$ cat src/rtl/mem_port_arbiter.sv
// Two-requester round-robin sequencer for the 32x32 data memory (read port A + write port).
// Optional out-of-range checking is compiled in with the ARB_BOUNDS_EN macro.
module mem_port_arbiter #(
    parameter int ADDR_W = 8,
    parameter int DEPTH  = 32,
    parameter int DATA_W = 32
) (
    input  logic              clk,
    input  logic              reset,
    input  logic              req0_i,
    input  logic              we0_i,
    input  logic [ADDR_W-1:0] addr0_i,
    input  logic [DATA_W-1:0] wdata0_i,
    output logic              ack0_o,
    output logic [DATA_W-1:0] rdata0_o,
    output logic              err0_o,
    input  logic              req1_i,
    input  logic              we1_i,
    input  logic [ADDR_W-1:0] addr1_i,
    input  logic [DATA_W-1:0] wdata1_i,
    output logic              ack1_o,
    output logic [DATA_W-1:0] rdata1_o,
    output logic              err1_o,
    output logic [31:0]       mem_addr_o,
    output logic [DATA_W-1:0] mem_wdata_o,
    output logic              mem_read_o,
    output logic              mem_write_o,
    input  logic [DATA_W-1:0] mem_rdata_i,
    output logic              busy_o,
    output logic              owner_o
);

    typedef enum logic [1:0] {IDLE, ACCESS, RESP} state_t;

    function automatic logic out_of_range(input logic [ADDR_W-1:0] a);
        return 32'(a) >= 32'(DEPTH);
    endfunction

    function automatic logic [31:0] zext_addr(input logic [ADDR_W-1:0] a);
        return 32'(a);
    endfunction

    state_t              state_q, state_d;
    logic                last_q, last_d;
    logic                owner_p0, owner_d;
    logic                we_p0, we_d;
    logic                err_p0, err_d;
    logic [DATA_W-1:0]   wdata_p0, wdata_d;
    logic [31:0]         mem_addr_q, mem_addr_d;
    logic                mem_read_q, mem_read_d;
    logic                mem_write_q, mem_write_d;
    logic                ack0_q, ack0_d;
    logic                ack1_q, ack1_d;

    logic                pick;
    logic                sel_we;
    logic [ADDR_W-1:0]   sel_addr;
    logic [DATA_W-1:0]   sel_wdata;
    logic                oob;

    // Grant selection: contention alternates against last_grant; a lone requester always wins.
    always_comb begin
        pick      = (req0_i && req1_i) ? ~last_q : req1_i;
        sel_we    = pick ? we1_i    : we0_i;
        sel_addr  = pick ? addr1_i  : addr0_i;
        sel_wdata = pick ? wdata1_i : wdata0_i;
`ifdef ARB_BOUNDS_EN
        oob       = out_of_range(sel_addr);
`else
        oob       = 1'b0;
`endif
    end

    always_comb begin
        state_d     = state_q;
        last_d      = last_q;
        owner_d     = owner_p0;
        we_d        = we_p0;
        err_d       = err_p0;
        wdata_d     = wdata_p0;
        mem_addr_d  = mem_addr_q;
        mem_read_d  = 1'b0;
        mem_write_d = 1'b0;
        ack0_d      = 1'b0;
        ack1_d      = 1'b0;
        unique case (state_q)
            IDLE: begin
                if (req0_i || req1_i) begin
                    state_d     = ACCESS;
                    last_d      = pick;
                    owner_d     = pick;
                    we_d        = sel_we;
                    err_d       = oob;
                    wdata_d     = sel_wdata;
                    mem_addr_d  = zext_addr(sel_addr);
                    mem_read_d  = !sel_we && !oob;
                    mem_write_d = sel_we && !oob;
                end
            end
            ACCESS: begin
                // Read data is captured by the memory at the edge ending ACCESS, so ack lines up with it.
                state_d = RESP;
                ack0_d  = !owner_p0;
                ack1_d  = owner_p0;
            end
            RESP: begin
                state_d = IDLE;
            end
            default: begin
                state_d = IDLE;
            end
        endcase
    end

    always_ff @(posedge clk) begin
        if (reset) begin
            state_q     <= IDLE;
            last_q      <= 1'b1;
            owner_p0    <= 1'b0;
            we_p0       <= 1'b0;
            err_p0      <= 1'b0;
            wdata_p0    <= '0;
            mem_addr_q  <= '0;
            mem_read_q  <= 1'b0;
            mem_write_q <= 1'b0;
            ack0_q      <= 1'b0;
            ack1_q      <= 1'b0;
        end else begin
            state_q     <= state_d;
            last_q      <= last_d;
            owner_p0    <= owner_d;
            we_p0       <= we_d;
            err_p0      <= err_d;
            wdata_p0    <= wdata_d;
            mem_addr_q  <= mem_addr_d;
            mem_read_q  <= mem_read_d;
            mem_write_q <= mem_write_d;
            ack0_q      <= ack0_d;
            ack1_q      <= ack1_d;
        end
    end

    assign mem_addr_o  = mem_addr_q;
    assign mem_wdata_o = wdata_p0;
    assign mem_read_o  = mem_read_q;
    assign mem_write_o = mem_write_q;
    assign busy_o      = (state_q != IDLE);
    assign owner_o     = owner_p0;
    assign ack0_o      = ack0_q;
    assign ack1_o      = ack1_q;
    // Read data is only forwarded during the owner's ack of a valid read; otherwise held at zero.
    assign rdata0_o    = (ack0_q && !we_p0 && !err_p0) ? mem_rdata_i : '0;
    assign rdata1_o    = (ack1_q && !we_p0 && !err_p0) ? mem_rdata_i : '0;
`ifdef ARB_BOUNDS_EN
    assign err0_o      = ack0_q && err_p0;
    assign err1_o      = ack1_q && err_p0;
`else
    assign err0_o      = 1'b0;
    assign err1_o      = 1'b0;
`endif

endmodule

$ cat config.mk
export PLATFORM = sky130hd
export DESIGN_NAME = mem_port_arbiter
export DESIGN_NICKNAME = d
export VERILOG_FILES = /design/src/rtl/mem_port_arbiter.sv
export SDC_FILE = /design/constraint.sdc
export NUM_CORES = 1
export LEC_CHECK = 0
export BUFFER_PORTS_ARGS = -buffer_cell sky130_fd_sc_hd__buf_2
export CAP_MARGIN = 20
export CELL_PAD_IN_SITES_DETAIL_PLACEMENT = 1
export CELL_PAD_IN_SITES_GLOBAL_PLACEMENT = 2
export CORE_MARGIN = 1.5
export CORE_UTILIZATION = 21
export DETAILED_ROUTE_END_ITERATION = 6
export GPL_ROUTABILITY_DRIVEN = 0
export PLACE_DENSITY = 0.82
export SYNTH_ARGS = -nofsm -noshare
export SYNTH_HDL_FRONTEND = slang
export SYNTH_SLANG_ARGS = --single-unit
$ cat constraint.sdc
create_clock -name clk -period 2.12 [get_ports clk]
set_input_delay 0.424 -clock clk [delete_from_list [all_inputs] [get_ports clk]]
set_output_delay 0.424 -clock clk [all_outputs]
set_load 0.01 [all_outputs]
After elaboration in Yosys (flattened, before gate mapping)
Index checks and enable logic that the tools add are counted.
{ "totals": {"inputBits": 118, "reg_bits": 49} }
{ "op_classes": {"n_mux": 8, "eq_ne": 2, "n_bitwise": 4, "reduce_logical": 12} }
{ "op_table": {"columns": ["operator", "n"], "rows": [
  ["$mux W32", 3],
  ["$mux W8", 1],
  ["$not A1 Y1", 4],
  ["$pmux W2 S2", 1],
  ["$logic_and A1 B1 Y1", 3],
  ["$logic_not A1 Y1", 3],
  ["$reduce_or A3 Y1", 1],
  ["$eq A2 B1 Y1 const B", 1],
  ["$logic_not A2 Y1", 1],
  ["$mux W1", 2],
  ["$mux W2", 1],
  ["$ne A2 B2 Y1 const B", 1],
  ["$reduce_and A2 Y1", 1],
  ["$reduce_bool A2 Y1", 1],
  ["$reduce_or A2 Y1", 1],
  ["$logic_or A1 B1 Y1", 1]
]} }

Logic depth before layout (Yosys ltp)
{ "logic_depth": {"word_depth": 4, "mapped_depth": 5, "depth_no_buf": 4} }

Least setup slack after synthesis
No wires, ideal clock.
{ "synth_path": {"path_kind": "register to output", "start": "reg ack0_q, in the netlist ack0_o", "end": "out rdata0_o[10]", "t_required_ns": 1.696, "path_slack_ns": 0.706, "stages_incl_launch_ff": 4, "arrival_time_ns": 0.990, "n_path_buf": 1, "path_cell_list": "dfxtp_1 nor2b_1 clkbuf_1 and2_1"} }
{ "synth_via": {"elab_chain_len": 2} }
{ "synth_lines": {"columns": ["element", "line", "rtl"], "rows": [
  ["from (decl)", "52", "logic ack0_q, ack0_d;"],
  ["from (signal assigned)", "138", "ack0_q <= ack0_d;"],
  ["$logic_and A1 B1 Y1", "152", "assign rdata0_o = (ack0_q && !we_p0 && !err_p0) ? mem_rdata_i : '0;"],
  ["$mux W32", "152", null],
  ["to (decl)", "15", "output logic [DATA_W-1:0] rdata0_o,"]
]} }
Every way passes these cells.

Final worst setup path
{ "layout_path": {"start": "reg ack1_q, in the netlist ack1_o", "end": "out rdata1_o[31]"} }
{ "layout_via": {"elab_chain_len": 2} }
{ "layout_lines": {"columns": ["element", "line", "rtl"], "rows": [
  ["from (decl)", "53", "logic ack1_q, ack1_d;"],
  ["from (signal assigned)", "139", "ack1_q <= ack1_d;"],
  ["$logic_and A1 B1 Y1", "153", "assign rdata1_o = (ack1_q && !we_p0 && !err_p0) ? mem_rdata_i : '0;"],
  ["$mux W32", "153", null],
  ["to (decl)", "22", "output logic [DATA_W-1:0] rdata1_o,"]
]} }
Every way passes these cells.

==> impl_metrics.csv <==
group,metric,value,unit
timing,worst_pin_slew,0.5154,ns
clock_tree,cts_hold_buf,0,
worst_setup_path,critPathRequiredTime,1.70,ns
floorplan,core_area,14420,um^2
place,post-place-cells,747,
clock_tree,cts_made_buffers,5,
final_layout,layout-drive-gt1-share,51.49,%
place,numPortBuffers,227,
floorplan,fp.dieH,124.3,um
logic_synthesis,ys_seq_elements,49,
worst_setup_path,worst-endpoint-arrival,1.35,ns
run,drv_cap,0,
timing,slew_headroom,65.64,%
run_status,status,"complete, no violations",
worst_setup_path,crit_family,"buffers and inverters",
final_layout,diodes,0,
floorplan,dieArea,15450,um^2
clock_tree,h-tree-depth,2,
timing,slew_viol_final,0,
timing,period_minus_slack,1.779,ns
clock_tree,cts.repair.resized,0,
final_layout,multiInputGateArea,1783,um^2
power,combPwrFrac,29.0,%
logic_synthesis,synth-seq-area-share,31.74,%
route,dr_total_vias,3312,
floorplan,die_x,124.3,um
route,routedWlPerCell,14.88,um
floorplan,rows,44,
timing,clock.fmax,562.3,MHz
worst_hold_path,min_path_cells,2,
worst_setup_path,crit_chain,"nor2b_1 > buf_4 > and2_1 > buf_2",
grt,grt_pass1_wl,17710,um
clock_tree,cts.reportedPaths.clkPinSlew,0.07,ns
power,power_density,642.9,nW/um^2
worst_setup_path,cp-end-kind,"output port",
power,power_frac_seq,38.1,%
power,p_int,0.001967,W
worst_hold_path,hp-class,"in2reg",
route,wirelength,11230,um
floorplan,start_util,21.43,%
logic_synthesis,syn_inst,357,
final_layout,synthToLayoutAreaGrowth,43.32,%
timing,rsz0062_at_grt,"no",
grt,antenna_found_initial,1,
final_layout,final_common_cell,"buf_2",
final_layout,stdcell_area,4429,um^2
logic_synthesis,ys.flop_type,"dfxtp_1",
clock_tree,clk_latency,0.29,ns
grt,grt_max_degree,44,
power,vdd_drop_max,0.0003209,V
grt,grt_usage,13.95,%
place,place_area,4257,um^2
route,ant_nets,0,
worst_setup_path,critPathMaxFanout,32,
grt,grt_pass1_vias,3458,
route,routed_via_density,4.387,
clock_tree,clock_path_buffers,2,
timing,skew,0.007877,ns
power,clkPwrFrac,32.9,%
worst_setup_path,r2r_start,"last_q",
worst_setup_path,setup.worst_path.class,"reg2out",
logic_synthesis,netlist_area,3090,um^2
final_layout,seqCellArea,980.9,um^2
logic_synthesis,async_flop_share,0,%
clock_tree,postCtsSetupRepairBufs,0,
worst_setup_path,crit_path_top_delay_cell,"dfxtp_1",
logic_synthesis,synth.distinct_cells,28,
place,pre_cts_ws,0.3926,ns
worst_setup_path,critPathLaunchType,"flip-flop",
route,first_pass_iters,4,
worst_setup_path,reg2reg_depth,4,
final_layout,fin_cells,755,
worst_hold_path,hp-start,"reset",
floorplan,io_pins,254,
final_layout,fill_cells,1790,
power,leakagePower,2.269,nW
timing,setup_ws,0.3415,ns
timing,setup_tns,0,ns
clock_tree,cts.sink_count,49,
worst_setup_path,reg2reg_to,"mem_wdata_o[22]",
grt,gr-total-overflow,0,
final_layout,nets,688,
timing,setup_viol,0,
worst_setup_path,worst-path-buf-inv,2,
final_layout,layout_common_cells,"buf_2, nand2_1, and2_1",
place,dp_hpwl,8982,um
logic_synthesis,ys_warn_count,0,
clock_tree,root_buffer,"clkbuf_16",
timing,hold_viol,0,
power,power_switching,0.0008800,W
route,dr.first_iter.drc_count,46,
worst_setup_path,slowest_delay,0.32,ns
clock_tree,cts_tree,"done",
logic_synthesis,synth_edf_count,0,
logic_synthesis,avgSynthCellArea,8.657,um^2
worst_hold_path,hold_end,"state_q[1]",
worst_setup_path,rrSetupSlack,0.62,ns
route,route.detailed.drc,0,
power,p_sw_share,30.91,%
timing,finalCritPeriodShare,83.89,%
final_layout,post-route-util,30.71,%
-- routing by layer --
layer | GRT usage, % | share of wire (%) | up-vias
met5 | 0 | 0.14 | -
met4 | 3.381 | 1.1 | 2
met3 | 3.909 | 7.3 | 10
met2 | 25.34 | 51 | 157
met1 | 16.08 | 40 | 1549
li1 | - | - | 1594
-- layout make-up --
cell class	count	area share [%]
Multi-Input combinational cell	273	40.25
Inverter	1	0.08475
Timing Repair Buffer	240	28.42
Tap cell	184	5.198
Clock buffer	7	3.220
Sequential cell	49	22.15
Clock inverter	1	0.6780
-- power by group through the flow --
| stage | registers, W | logic, W | clock network, W |
|---|---|---|---|
| finish | 0.00108 | 0.000826 | 0.000937 |
| global route | 0.00110 | 0.000908 | 0.00101 |
| CTS | 0.00109 | 0.000840 | 0.000965 |
| detailed placement | 0.00110 | 0.000838 | 0 |
| global placement | 0.00110 | 0.000821 | 0 |
| floorplan | 0.00114 | 0.000509 | 0 |
-- registers in the layout, indices dropped and copies added (netlist names) --
signal,cells
ack0_o,1
we_p0,1
ack1_o,1
mem_addr_o,8
mem_wdata_o,32
last_q,1
mem_write_o,1
state_q,2
mem_read_o,1
owner_o,1
-- synth_stat cells, types with 2 or more instances --
cell      number  share of area, %
and2_1        65                13
buf_2         10               1.6
o21ai_0        2              0.32
dfxtp_1       49                32
a21oi_1       41               6.6
buf_6         10               3.6
a311oi_2      39                19
nand2_1       81               9.8
nor2b_1        3              0.61
nor2_1         2              0.24
buf_4         30               7.3
clkbuf_1       9               1.1
-- worst max path at each step --
stage / from / endpoint / slack (ns) / cells after the start
detailed placement: req1_i / mem_addr_o[1] / 0.39 / 5
finish: ack1_o / rdata1_o[31] / 0.34 / 4
floorplan: ack0_o / rdata0_o[10] / 0.71 / 3
global placement: req1_i / mem_wdata_o[19] / 0.45 / 5
global route: ack1_o / rdata1_o[31] / 0.20 / 4
CTS: ack1_o / rdata1_o[31] / 0.29 / 4
-- cells by family after synthesis --
logic type / count (synthesis) / share of synthesized area [%]
simple gates: 159 / 25.83
flops: 49 / 31.74
mux: 1 / 0.7287
compound gates: 87 / 27.81
buf+inv: 60 / 13.77
other cells: 1 / 0.1213
-- through the flow --
stage	hold slack, ns	power (W)
CTS	0.3599	0.002892
global route	0.3671	0.003017
finish	0.3647	0.002847
detailed placement	0.5047	0.001943
floorplan	0.4650	0.001650
global placement	0.4971	0.001924
Power figures use the tool's default switching activity.
